==> config.mk <==
export PLATFORM = sky130hd
export DESIGN_NAME = alu_ctrl_pipe
export DESIGN_NICKNAME = d
export VERILOG_FILES = /design/src/rtl/alu_ctrl_pipe.sv
export SDC_FILE = /design/constraint.sdc
export NUM_CORES = 1
export LEC_CHECK = 0
export CELL_PAD_IN_SITES_DETAIL_PLACEMENT = 0
export CELL_PAD_IN_SITES_GLOBAL_PLACEMENT = 1
export CORE_UTILIZATION = 31
export CTS_CLUSTER_DIAMETER = 200
export CTS_CLUSTER_SIZE = 14
export DETAILED_ROUTE_END_ITERATION = 10
export GPL_TIMING_DRIVEN = 0
export PLACE_DENSITY = 0.79
export RECOVER_POWER = 25
export SYNTH_ARGS = -nofsm -noshare
export SYNTH_HDL_FRONTEND = slang
export SYNTH_SLANG_ARGS = --single-unit
==> constraint.sdc <==
create_clock -name clk -period 1.5 [get_ports clk]
set_input_delay 0.3 -clock clk [delete_from_list [all_inputs] [get_ports clk]]
set_output_delay 0.3 -clock clk [all_outputs]
set_load 0.02 [all_outputs]
==> src/rtl/alu_ctrl_pipe.sv <==
// Registered RV32I ALU control decoder with a 2-entry skid buffer at the ID/EX boundary.
// Define ALU_CTRL_MEXT_EN to decode the M-extension (MUL..REMU) codes; it requires CTRL_W >= 5.
module alu_ctrl_pipe #(
    parameter int unsigned CTRL_W = 4,
    parameter int unsigned TAG_W  = 8
) (
    input  logic              clk,
    input  logic              rst,
    input  logic              flush,
    input  logic              in_valid,
    output logic              in_ready,
    input  logic [6:0]        op,
    input  logic [2:0]        funct3,
    input  logic [6:0]        funct7,
    input  logic [1:0]        ALUOp,
    input  logic [TAG_W-1:0]  in_tag,
    output logic              out_valid,
    input  logic              out_ready,
    output logic [CTRL_W-1:0] out_alu_ctrl,
    output logic              out_illegal,
    output logic [TAG_W-1:0]  out_tag
);

`ifdef ALU_CTRL_MEXT_EN
    localparam int unsigned CodeW = 5;
`else
    localparam int unsigned CodeW = 4;
`endif

    if (CTRL_W < CodeW) begin : g_bad_ctrl_w
        $error("alu_ctrl_pipe: CTRL_W too narrow for the enabled code set");
    end

    localparam logic [4:0] CodeAdd   = 5'd0;
    localparam logic [4:0] CodeSub   = 5'd1;
    localparam logic [4:0] CodeAnd   = 5'd2;
    localparam logic [4:0] CodeOr    = 5'd3;
    localparam logic [4:0] CodeXor   = 5'd4;
    localparam logic [4:0] CodeSlt   = 5'd5;
    localparam logic [4:0] CodeSltu  = 5'd6;
    localparam logic [4:0] CodeSll   = 5'd7;
    localparam logic [4:0] CodeSrl   = 5'd8;
    localparam logic [4:0] CodeSra   = 5'd9;
    localparam logic [4:0] CodePassB = 5'd10;

    logic [4:0] dec_code;
    logic       dec_ill;
    logic       is_r;
    logic       f7_zero;
    logic       f7_alt;
    logic       unused_op;

    // Only op[5] separates R-type from I-type here; the rest is the main decoder's business.
    assign unused_op = ^{op[6], op[4:0]};
    assign is_r      = op[5];
    assign f7_zero   = (funct7 == 7'b0000000);
    assign f7_alt    = (funct7 == 7'b0100000);

    always_comb begin
        dec_code = CodeAdd;
        dec_ill  = 1'b0;
        unique case (ALUOp)
            2'b00: dec_code = CodeAdd;
            2'b01: dec_code = CodeSub;
            2'b11: dec_code = CodePassB;
            default: begin
                case (funct3)
                    3'b000: begin
                        if (is_r) begin
                            if (f7_alt) begin
                                dec_code = CodeSub;
                            end else if (!f7_zero) begin
                                dec_ill = 1'b1;
                            end
                        end
                    end
                    3'b001: begin
                        dec_code = CodeSll;
                        dec_ill  = !f7_zero;
                    end
                    3'b101: begin
                        if (f7_alt) begin
                            dec_code = CodeSra;
                        end else begin
                            dec_code = CodeSrl;
                            dec_ill  = !f7_zero;
                        end
                    end
                    default: begin
                        unique case (funct3)
                            3'b010:  dec_code = CodeSlt;
                            3'b011:  dec_code = CodeSltu;
                            3'b100:  dec_code = CodeXor;
                            3'b110:  dec_code = CodeOr;
                            default: dec_code = CodeAnd;
                        endcase
                        // I-type funct7 bits are immediate bits, so only R-type is policed.
                        dec_ill = is_r && !f7_zero;
                    end
                endcase
`ifdef ALU_CTRL_MEXT_EN
                if (is_r && (funct7 == 7'b0000001)) begin
                    dec_code = {2'b10, funct3};
                    dec_ill  = 1'b0;
                end
`endif
                if (dec_ill) begin
                    dec_code = CodeAdd;
                end
            end
        endcase
    end

    logic              out_valid_q, out_valid_d;
    logic [CTRL_W-1:0] out_ctrl_q, out_ctrl_d;
    logic              out_ill_q, out_ill_d;
    logic [TAG_W-1:0]  out_tag_q, out_tag_d;
    logic              skid_valid_q, skid_valid_d;
    logic [CTRL_W-1:0] skid_ctrl_q, skid_ctrl_d;
    logic              skid_ill_q, skid_ill_d;
    logic [TAG_W-1:0]  skid_tag_q, skid_tag_d;

    always_comb begin
        out_valid_d  = out_valid_q;
        out_ctrl_d   = out_ctrl_q;
        out_ill_d    = out_ill_q;
        out_tag_d    = out_tag_q;
        skid_valid_d = skid_valid_q;
        skid_ctrl_d  = skid_ctrl_q;
        skid_ill_d   = skid_ill_q;
        skid_tag_d   = skid_tag_q;
        if (flush) begin
            out_valid_d  = 1'b0;
            skid_valid_d = 1'b0;
        end else if (!out_valid_q || out_ready) begin
            // Output register is free this cycle; skid entry (if any) is older, so it goes first.
            if (skid_valid_q) begin
                out_valid_d  = 1'b1;
                out_ctrl_d   = skid_ctrl_q;
                out_ill_d    = skid_ill_q;
                out_tag_d    = skid_tag_q;
                skid_valid_d = 1'b0;
            end else if (in_valid) begin
                out_valid_d = 1'b1;
                out_ctrl_d  = CTRL_W'(dec_code);
                out_ill_d   = dec_ill;
                out_tag_d   = in_tag;
            end else begin
                out_valid_d = 1'b0;
            end
        end else if (in_valid && !skid_valid_q) begin
            skid_valid_d = 1'b1;
            skid_ctrl_d  = CTRL_W'(dec_code);
            skid_ill_d   = dec_ill;
            skid_tag_d   = in_tag;
        end
    end

    always_ff @(posedge clk or posedge rst) begin
        if (rst) begin
            out_valid_q  <= 1'b0;
            out_ctrl_q   <= '0;
            out_ill_q    <= 1'b0;
            out_tag_q    <= '0;
            skid_valid_q <= 1'b0;
            skid_ctrl_q  <= '0;
            skid_ill_q   <= 1'b0;
            skid_tag_q   <= '0;
        end else begin
            out_valid_q  <= out_valid_d;
            out_ctrl_q   <= out_ctrl_d;
            out_ill_q    <= out_ill_d;
            out_tag_q    <= out_tag_d;
            skid_valid_q <= skid_valid_d;
            skid_ctrl_q  <= skid_ctrl_d;
            skid_ill_q   <= skid_ill_d;
            skid_tag_q   <= skid_tag_d;
        end
    end

    assign in_ready     = !skid_valid_q;
    assign out_valid    = out_valid_q;
    assign out_alu_ctrl = out_ctrl_q;
    assign out_illegal  = out_ill_q;
    assign out_tag      = out_tag_q;

endmodule

==> impl_metrics.toml <==
[logic_synthesis]
synth_top_family_by_area = "compound AO/OA/AOI/OAI gates"
synth_enable_flop_cells = 0
ys_seq_area_share_pct = 48.8
syn_area_um2 = 1440
synthCells = 139
synth_cell_types = 37
yosysMostFrequentCell = "dfrtp_1"
synth_mux_area_share_pct = 11.8
yosys_most_used_dff = "dfrtp_1"
synth-compound-area-share_pct = 19.3
synthSimpleGateAreaFrac_pct = 15.8
synthAdderAreaFrac_pct = 0
synth_area_leaders = "dfrtp_1, mux2_2, o21ai_0"
synth_async_sr_flop_share_pct = 100
synth.top_cell.area_share_pct = 48.8
synth-xor-area-share_pct = 0
synth_nets = 171
avgSynthCellArea_um2 = 10.3
synth_seq_cells = 28
yosys-top-cells-count = "dfrtp_1, o21ai_0, nand2_1"
synth_warnings = 0
yosysTopAreaCell = "dfrtp_1"

[clock_tree]
htree_levels = 1
ctsLongestPathBuffers = 2
postCtsHoldBufs = 0
numCtsBuffers = 3
cts_tree = "yes"
clkLatencyLatePin_ns = 0.27
cts.sinks = 28
cts.clk_slew.worst_paths_ns = 0.09
cts-root-buf = "clkbuf_8"

[final_layout]
nFillCells = 422
antennaDiodeCount = 0
final_cells = 239
nets = 220
seqCellArea_um2 = 702
drive_above_1_share_pct = 25.7
area_growth_pct = 40.1
multi_input_comb_area_um2 = 739

[routing]
wl_per_cell_um = 13.7
vias = 1212
drtPass1Iterations = 4
ant_nets = 0
wirelength_mm = 3.27
drt_iter0_markers = 59
drc = 0
viasPerCell = 5.07

[placed_design]
gp_congestion = 0.798
place_hpwl_mm = 2.44
io_buffers = 40
dp.cells = 231

[floorplanning]
start_util_pct = 32.5
ios = 47
core_um2 = 4410
rows = 24
dieArea_um2 = 4910
die_w_um = 70.1
die_height_um = 70.1

[worst_setup_path]
cp.arrival_ns = 1.65
worstPathCellList = "clkbuf_2 > nor4_4 > nand2_2 > o311a_1 > a211o_1 > o31ai_2"
startpoint_type = "primary input"
cp.required_ns = 1.68
path_buf_inv = 1
cp_slowest_stage_delay_ns = 0.33
cp_top_family = "compound AO/OA/AOI/OAI gates"
end_kind = "register"
crit_type = "in -> reg"
path_max_fanout = 3
cp_slowest_cell = "nor4_4"

[grt]
overflow = 0
grt_first_pass_wirelength_mm = 5.59
grt_max_degree = 29
grt_pass1_vias = 1240
grt_usage_pct = 14.1
antenna_found_initial = 0

[sta]
fin_skew_ns = 0.00637
setup_violations = 0
rsz0062_at_grt = "yes"
max_freq_mhz = 683
min_period_ns = 1.46
slew_headroom_pct = 31.6
maxSlewViolCount = 0
hold_violations = 0
period_share_pct = 97.5
tightestPinTransition_ns = 1.03

[power]
peakVddDrop_mv = 0.354
power.total_mw = 1.81
leakagePower_nw = 0.906
cellPowerDensity_nw_per_um2 = 901

[run]
cap_violations = 0

[run_status]
status = "completed"

[min_path]
hp-class = "in -> reg"
==> state kept, by name, summed over array words and instances (netlist names) <==
name and cells:
out_tag 8, skid_tag_q 8, out_alu_ctrl 4, skid_ctrl_q 4, out_illegal 1, out_valid 1
skid_ill_q 1, skid_valid_q 1
==> where the power goes <==
| part | switching (mW) | leakage (nW) | internal [mW] | total [mW] |
|---|---|---|---|---|
| registers | 0.0599 | 0.353 | 0.880 | 0.940 |
| logic | 0.241 | 0.530 | 0.225 | 0.466 |
| clock network | 0.216 | 0.0228 | 0.190 | 0.406 |
| total | 0.517 | 0.906 | 1.29 | 1.81 |
==> worst register-to-register path, delay by kind of cell (launching register included) <==
kind | cells | cell delay, ns
AO/OA/AOI/OAI | 2 | 0.24
AND/OR/NAND/NOR | 2 | 0.51
flip-flops | 1 | 0.42
buffers and inverters | 1 | 0.17
==> layout make-up <==
class / count / area share (%)
inverters: 4 / 0.746
well taps: 52 / 3.23
multi-input cells: 101 / 36.8
clock buffers: 4 / 2.24
repair buffers: 45 / 19.7
plain buffers: 5 / 2.43
flip-flops and latches: 28 / 34.9
==> kinds of logic (layout without fill, tap and decap cells) <==
| group | after synthesis | in the layout |
|---|---|---|
| DFF | 28 | 28 |
| muxes | 16 | 16 |
| buffers and inverters | 10 | 58 |
| AOI/OAI and AO/OA | 43 | 43 |
| and+or+nand+nor | 42 | 42 |
==> through the flow <==
stage / worst slack (ns) / instance area [um2] / utilization (%) / TNS, ns / hold slack, ns
6_report: 0.0369 / 2010 / 45.6 / 0 / 0.463
4_1_cts: -0.0679 / 2000 / 45.2 / -0.0679 / 0.414
3_5_place_dp: -0.645 / 1920 / 43.4 / -14.61 / 0.457
3_3_place_gp: -0.598 / 1920 / 43.4 / -11.99 / 0.451
5_1_grt: -0.0291 / 2010 / 45.6 / -0.0914 / 0.481
2_1_floorplan: -0.0177 / 1450 / - / -0.0510 / 0.359
==> per-layer routing <==
layer	wire (um)	vias up	part of all wire, %	global-route usage, %
met5	0	-	0	0
met4	38	0	1.2	4.67
met3	148	5	4.5	3.03
met2	1650	35	51	24.6
met1	1430	573	44	17.3
li1	-	599	-	-
==> layout by cell type (no fill, tap or decap), types with 3 or more instances in the layout <==
master            n
inv_1             3
clkbuf_8          4
buf_4             4
clkdlybuf4s50_1   9
a21oi_1           6
and3_1            4
o21ai_1           6
nor2_1            3
nand2_1          16
o21ai_0          10
mux2_2            8
dlygate4sd2_1    25
mux2i_1           8
buf_2             3
dfrtp_1          27
buf_6             4
==> worst paths after layout <==
path                                    to  cells after the start  slack (ns)  startpoint
setup / recovery           out_alu_ctrl[0]                      6        0.04   funct7[2]
hold / removal                   out_valid                      2        0.46       flush
setup reg to reg               out_illegal                      5        0.04   out_valid
hold reg to reg                 skid_ill_q                      2        0.47  skid_ill_q
max in group asynchronous        out_valid                      2        0.24         rst
min in group asynchronous    skid_tag_q[2]                      2        0.57         rst
==> repair_timing <==
| action | 4_1_cts | 5_1_grt |
|---|---|---|
| buffers inserted | 4 | 1 |
| endpoints found under the hold margin | 0 | 0 |
| gates resized for setup | 63 | 9 |
| setup endpoints to repair | 41 | 18 |
| pin swaps | 7 | 6 |
Power figures use the tool's default switching activity.
